===== src/rtl/arbiter_16.sv =====
// arbiter_16: 16-requester round-robin arbiter with registered one-hot grant.
// A grant is held until the owner pulses done or drops its request. Every
// release is followed by one IDLE cycle before the next grant is issued.
// Optional feature: define ARB_TIMEOUT_EN to force release after HOLD_MAX
// grant cycles, signalled by a one-cycle tmo pulse.
module arbiter_16 #(
    parameter int HOLD_MAX = 15
) (
    input  logic        clk,
    input  logic        rst_n,
    input  logic [15:0] req,
    input  logic        done,
    output logic [15:0] gnt,
    output logic [3:0]  gnt_idx,
    output logic        gnt_valid,
    output logic        tmo
);

    typedef enum logic {
        IDLE  = 1'b0,
        GRANT = 1'b1
    } state_t;

    state_t      state;
    state_t      state_nxt;
    logic        run_q;
    logic [3:0]  ptr;
    logic [3:0]  ptr_nxt;
    logic [15:0] gnt_nxt;
    logic [3:0]  idx_nxt;
    logic        vld_nxt;
    logic        sel_found;
    logic [3:0]  sel_idx;
    logic        owner_rel;
    logic        tmo_nxt;

    if (HOLD_MAX < 1 || HOLD_MAX > 255) begin : g_bad_hold_max
        $error("arbiter_16: HOLD_MAX must be within 1..255");
    end

`ifdef ARB_TIMEOUT_EN
    // Last count value before the forced release fires; the grant then
    // stays visible for exactly HOLD_MAX cycles.
    localparam logic [7:0] HOLD_LAST = 8'(HOLD_MAX - 1);

    logic [7:0] hold_cnt;
    logic [7:0] hold_cnt_nxt;
`endif

    // Owner gives up the grant by strobing done or by dropping its request.
    assign owner_rel = done | ~req[gnt_idx];

    // Rotating-priority search: first set request at or above ptr, wrapping.
    always_comb begin
        logic [3:0] cand;
        cand      = 4'd0;
        sel_found = 1'b0;
        sel_idx   = 4'd0;
        for (int k = 0; k < 16; k++) begin
            cand = ptr + 4'(k);
            if (!sel_found && req[cand]) begin
                sel_found = 1'b1;
                sel_idx   = cand;
            end
        end
    end

    // Next-state and next-output decode; every output is registered below.
    always_comb begin
        state_nxt = state;
        ptr_nxt   = ptr;
        gnt_nxt   = gnt;
        idx_nxt   = gnt_idx;
        vld_nxt   = gnt_valid;
        tmo_nxt   = 1'b0;
`ifdef ARB_TIMEOUT_EN
        hold_cnt_nxt = hold_cnt;
`endif
        case (state)
            IDLE: begin
                gnt_nxt = 16'd0;
                vld_nxt = 1'b0;
                // run_q holds arbitration off for the first edge after reset
                // release so deassertion behaves as if synchronous.
                if (run_q && sel_found) begin
                    state_nxt = GRANT;
                    gnt_nxt   = 16'd1 << sel_idx;
                    idx_nxt   = sel_idx;
                    vld_nxt   = 1'b1;
                    ptr_nxt   = sel_idx + 4'd1;
`ifdef ARB_TIMEOUT_EN
                    hold_cnt_nxt = 8'd0;
`endif
                end
            end
            GRANT: begin
                if (owner_rel) begin
                    state_nxt = IDLE;
                    gnt_nxt   = 16'd0;
                    vld_nxt   = 1'b0;
                end
`ifdef ARB_TIMEOUT_EN
                // A normal release in the same cycle takes precedence, so
                // tmo only fires when the owner is still holding on.
                else if (hold_cnt == HOLD_LAST) begin
                    state_nxt = IDLE;
                    gnt_nxt   = 16'd0;
                    vld_nxt   = 1'b0;
                    tmo_nxt   = 1'b1;
                end else begin
                    hold_cnt_nxt = hold_cnt + 8'd1;
                end
`endif
            end
            default: begin
                state_nxt = IDLE;
                gnt_nxt   = 16'd0;
                vld_nxt   = 1'b0;
            end
        endcase
    end

    // Reset-release qualifier: first edge after rst_n rises only arms it.
    always_ff @(posedge clk or negedge rst_n) begin
        if (!rst_n) begin
            run_q <= 1'b0;
        end else begin
            run_q <= 1'b1;
        end
    end

    // State, pointer and grant registers; reset clears them asynchronously.
    always_ff @(posedge clk or negedge rst_n) begin
        if (!rst_n) begin
            state     <= IDLE;
            ptr       <= 4'd0;
            gnt       <= 16'd0;
            gnt_idx   <= 4'd0;
            gnt_valid <= 1'b0;
        end else begin
            state     <= state_nxt;
            ptr       <= ptr_nxt;
            gnt       <= gnt_nxt;
            gnt_idx   <= idx_nxt;
            gnt_valid <= vld_nxt;
        end
    end

`ifdef ARB_TIMEOUT_EN
    // Hold counter and timeout pulse register.
    always_ff @(posedge clk or negedge rst_n) begin
        if (!rst_n) begin
            hold_cnt <= 8'd0;
            tmo      <= 1'b0;
        end else begin
            hold_cnt <= hold_cnt_nxt;
            tmo      <= tmo_nxt;
        end
    end
`else
    // Without the timeout feature a grant is held indefinitely.
    assign tmo = 1'b0;

    logic unused_tmo;
    assign unused_tmo = tmo_nxt;
`endif

endmodule


===== config.mk =====
export PLATFORM = sky130hd
export DESIGN_NAME = arbiter_16
export DESIGN_NICKNAME = d
export VERILOG_FILES = /design/src/rtl/arbiter_16.sv
export SDC_FILE = /design/constraint.sdc
export NUM_CORES = 1
export LEC_CHECK = 0
export ABC_AREA = 1
export BUFFER_PORTS_ARGS = -buffer_cell sky130_fd_sc_hd__buf_4
export CORE_MARGIN = 3
export CORE_UTILIZATION = 40
export CTS_CLUSTER_DIAMETER = 50
export CTS_CLUSTER_SIZE = 10
export DETAILED_ROUTE_END_ITERATION = 12
export SETUP_SLACK_MARGIN = 0.2
export SKIP_LAST_GASP = 1
export SYNTH_ARGS = -nofsm -noshare
export SYNTH_HDL_FRONTEND = slang
export SYNTH_SLANG_ARGS = --single-unit

===== constraint.sdc =====
create_clock -name clk -period 4 [get_ports clk]
set_input_delay 0.4 -clock clk [delete_from_list [all_inputs] [get_ports clk]]
set_output_delay 0.4 -clock clk [all_outputs]
set_load 0.01 [all_outputs]

Word level (Yosys, flattened, before mapping). Index checks and enable logic that the tools add are counted.

Bits in registers: 27. Logic and storage cells: 150.

Add/sub/neg operators: 16. Magnitude comparators: 17. Equal/unequal tests: 1. Shift-type cells: 1. Multiplexer cells: 74. Bitwise logic cells: 3. Reduce and logical (&&, ||, !) cells: 32.

Operators with widths (count): $lt A4 B5 Y1 const B (17); $bmux W1 S4 (17); $mux W4 (16); $mux W1 (36); $add A4 B4 Y4 const B (8); $mux W16 (2); $pmux W16 S2 (1); $add A4 B3 Y4 const B (4); $logic_and A1 B1 Y1 (16); $shl A1 B4 Y16 const A (1); $logic_not A1 Y1 (15); $add A4 B1 Y4 const B (2); $add A4 B2 Y4 const B (2); $pmux W1 S2 (2); $ne A2 B1 Y1 const B (1); $not A1 Y1 (2); $reduce_and A2 Y1 (1); $or A1 B1 Y1 (1).

Longest topological paths before layout.
Depth after elaboration: 51. Mapped depth: 29. Mapped depth without buffers: 28.

Worst setup path before layout. No wires, ideal clock.

Path kind: reg-to-reg. Start point: register ptr[1]. End point: register ptr[2]. Data arrival time: 3.380 ns. Data required time: 3.875 ns. Path slack: 0.495 ns. Cell stages (with the launch flop): 26. Clock period less this slack: 3.505 ns. Path through: dfrtp_1 > inv_1 > buf_2 > ha_1 > inv_1 > buf_2 > nand3_1 > nand3_1 > nand2_1 > nand2_1 > nand2_4 > nor2_8 > nand4_2 > nor2_4 > nand4_4 > nor2_4 > nand4_4 > nor2_4 > nand3_2 > nand3_1 > nand2_2 > nand2_2 > inv_2 > ha_1 > nand2_1 > o21ai_1.

Cells in the longest elaborated chain, start to end: 50. Elaborated cells on any way between the ends: 112. Those cells by class: add/sub (16); mux (64); reduce/logical (32).

RTL lines: from (decl) (RTL line 27) `logic [3:0] ptr;`; from (signal assigned) (RTL line 142) `ptr <= ptr_nxt;`; parallel branches: the longest is 50 deep, another holds $add A4 B1 Y4.

Several ways; the timed one is not identified. The select of a mux whose other input is x is not followed. A chain may end at the register's enable or synchronous reset.

Final worst setup path.
Start point: register ptr[2]. End point: register ptr[2].

Same word-level chain as after synthesis.

==> results.tsv <==
metric	value	unit
Placeable Area	0.007370	mm2
cts bufs inserted	3	
Yosys cell types	39	
final net count	597	
routed vias	3522	
largest area contributor in the netlist	nand2_1	
CP arrival	3.68	ns
Worst setup EP type	register	
total track usage	0.2352	
f_max	284.0	MHz
TritonCTS clock tree	done	
Pins Over Slew Limit	0	
total gr overflow	0	
Final Core Density	0.5010	
Post-synth EDFFs	0	
final hold violations	0	
yosys warns	0	
post-synth net total	549	
area delta synth->final	19.52	%
# DRC	0	
die area	0.008813	mm2
DRT Wirelength	10030	um
Critical Path RT	4.16	ns
Critical Path Fanout Max	7	
largest cells by area after synthesis	nand2_1 23%, dfrtp_1 22%, nand3_1 16%, nor2_1 5.3%, inv_1 4.9%	
die extent in y	93.88	um
clock skew	0.006123	ns
most instantiated cells after synthesis	186 x nand2_1, 97 x nand3_1, 44 x nor2_1	
Hold WC Path Type	input pin to asynchronous set/reset pin	
mapped cell area	0.003089	mm2
clk slew on worst S/H paths	0.10	ns
Top FF cell, synth	dfrtp_1	
drt pass-1 iters	7	
vias in the first global route	3372	
layout cells sized above 1	0.2021	
Setup TNS	0	ns
clock sink count	27	
Reg2Reg Depth	23	
first-pass GRT wire length	16540	um
routability congestion estimate	0.9527	
Clock Latency Late Sink	0.27	ns
#FFs+latches synth	27	
startpoint class of the critical path	register	
port bufs	39	
wire per inst	15.02	um
Final min period	3.521	ns
combinational family with the most area after synthesis	simple AND/OR/NAND/NOR gates	
Rows	31	
final cycle utilization of the critical path	0.8804	
Max Buffers Root-to-Sink	2	
ANT cells	0	
Worst slew margin	0.6068	
die width	93.88	um
count leader, synth	nand2_1	
Syn Area/Cell	5.918	um2
cell count after synthesis	522	
Seq/Total Area, Yosys	0.2187	
CTS Hold Bufs	0	
proportion of netlist area held by the largest area contributor	0.2260	
ys async rst share	1.000	
Slew @ Worst Pin	0.5836	ns
DR iter-0 viols	270	
RSZ-0062 raised after global routing	false	
# H-tree levels	1	
setup violators final	0	
dpl hpwl	8045	um
initial antenna violation count	0	
multiplexer area fraction after synthesis	0	
Initial Util	0.4192	
max cap viols	0	
WS Path Type	register to register	
outcome	complete, no violations	
xor/xnor share of the synthesized area	0.02268	
complex-gate fraction of the synthesized area	0.07614	
Adder-Cell Fraction of Synth Area	0.03240	
pin count of the biggest net entering global routing	28	
Final ANT Viol Nets	0	
simple-gate share of the synthesized area	0.5545	
clk root buf	clkbuf_8	
I/O Pins	41	
vias per cell	5.272	
-- final timing paths --
check                        from      end  slack (ns)
setup / recovery           ptr[2]   ptr[2]        0.48
hold / removal              rst_n  gnt[14]        0.02
setup reg to reg           ptr[2]   ptr[2]        0.48
hold reg to reg            gnt[3]   gnt[3]        0.49
max in group asynchronous   rst_n   ptr[2]        3.70
min in group clk           gnt[3]   gnt[3]        0.49
-- registers in the layout (all words and copies together) (netlist names) --
register,cells
ptr,4
gnt,16
run_q,1
gnt_idx,4
state,1
gnt_valid,1
-- repair_timing --
item                       in CTS  in global routing
resized for setup               0                 19
setup endpoints to repair       0                 24
buffers inserted                0                  4
-- cell usage in the layout (no fill, tap or decap), drive strengths merged --
cell type,count
o211ai,1
buf,56
nand4,12
nand2,194
nand3b,1
clkinvlp,3
o221ai,3
nor2,55
nor3,2
conb,2
o21bai,2
xor2,6
nor4,1
clkbuf,3
or2,1
a21oi,2
o21ai,28
o22ai,1
ha,8
inv,50
a21boi,1
nand3,102
dfrtp,27
xnor2,2
o21a,3
clkinv,3
-- critical path, stage by stage (launching register included) --
cell and delay, ns:
dfrtp_2 0.46, buf_4 0.18, ha_2 0.21, nand2_1 0.12, xor2_2 0.25, inv_2 0.11, nand2_1 0.12, nand2_4 0.09
nor2_8 0.11, nand4_2 0.12, nor2_4 0.19, nand4_4 0.13, nor2_4 0.14, nand4_4 0.12, nor2_4 0.18, nand2_2 0.08
clkinv_1 0.09, nand2_1 0.06, nand3_2 0.14, nand2_2 0.09, inv_2 0.07, ha_1 0.22, nand2_1 0.06, o21ai_1 0.06
-- cells by family (layout without fill, tap and decap cells) --
kind of cell    count (synthesis)  in the layout
flops                          27             27
buf+inv                        68            115
other cells                     2              2
compound gates                 41             41
simple gates                  368            368
fa+ha+maj                       8              8
xor+xnor                        8              8
-- final cells by class --
class	count	area (um2)
Fill cell	773	3677
Multi-Input combinational cell	427	2201
Sequential cell	27	676.9
Timing Repair Buffer	56	427.9
Inverter	54	209.0
Tap cell	99	123.9
Clock buffer	3	41.29
Clock inverter	1	7.507
Timing Repair inverter	1	5.005
-- metal layers --
| layer | part of all wire | GRT usage | wire, um |
|---|---|---|---|
| met1 | 0.45 | 0.3312 | 4544 |
| met2 | 0.46 | 0.3755 | 4615 |
| met4 | 0.018 | 0.06859 | 180 |
| met5 | 0 | 0 | 0 |
| met3 | 0.069 | 0.02965 | 692 |
-- metrics by stage --
stage / worst slack (ns) / area, um2 / instances / hold WS, ns
detailed placement: 0.2586 / 3521 / 659 / 0.3360
global route: 0.1851 / 3692 / 668 / 0.03005
CTS: 0.2304 / 3570 / 663 / 0.02436
global placement: 0.2484 / 3521 / 659 / 0.3320
finish: 0.4785 / 3692 / 668 / 0.01976
floorplan: 0.4949 / 3089 / 522 / 0.1044
Power is left out: the tool's default activity adds up to more than one toggle a clock period on the data nets, which glitch-free logic cannot reach.
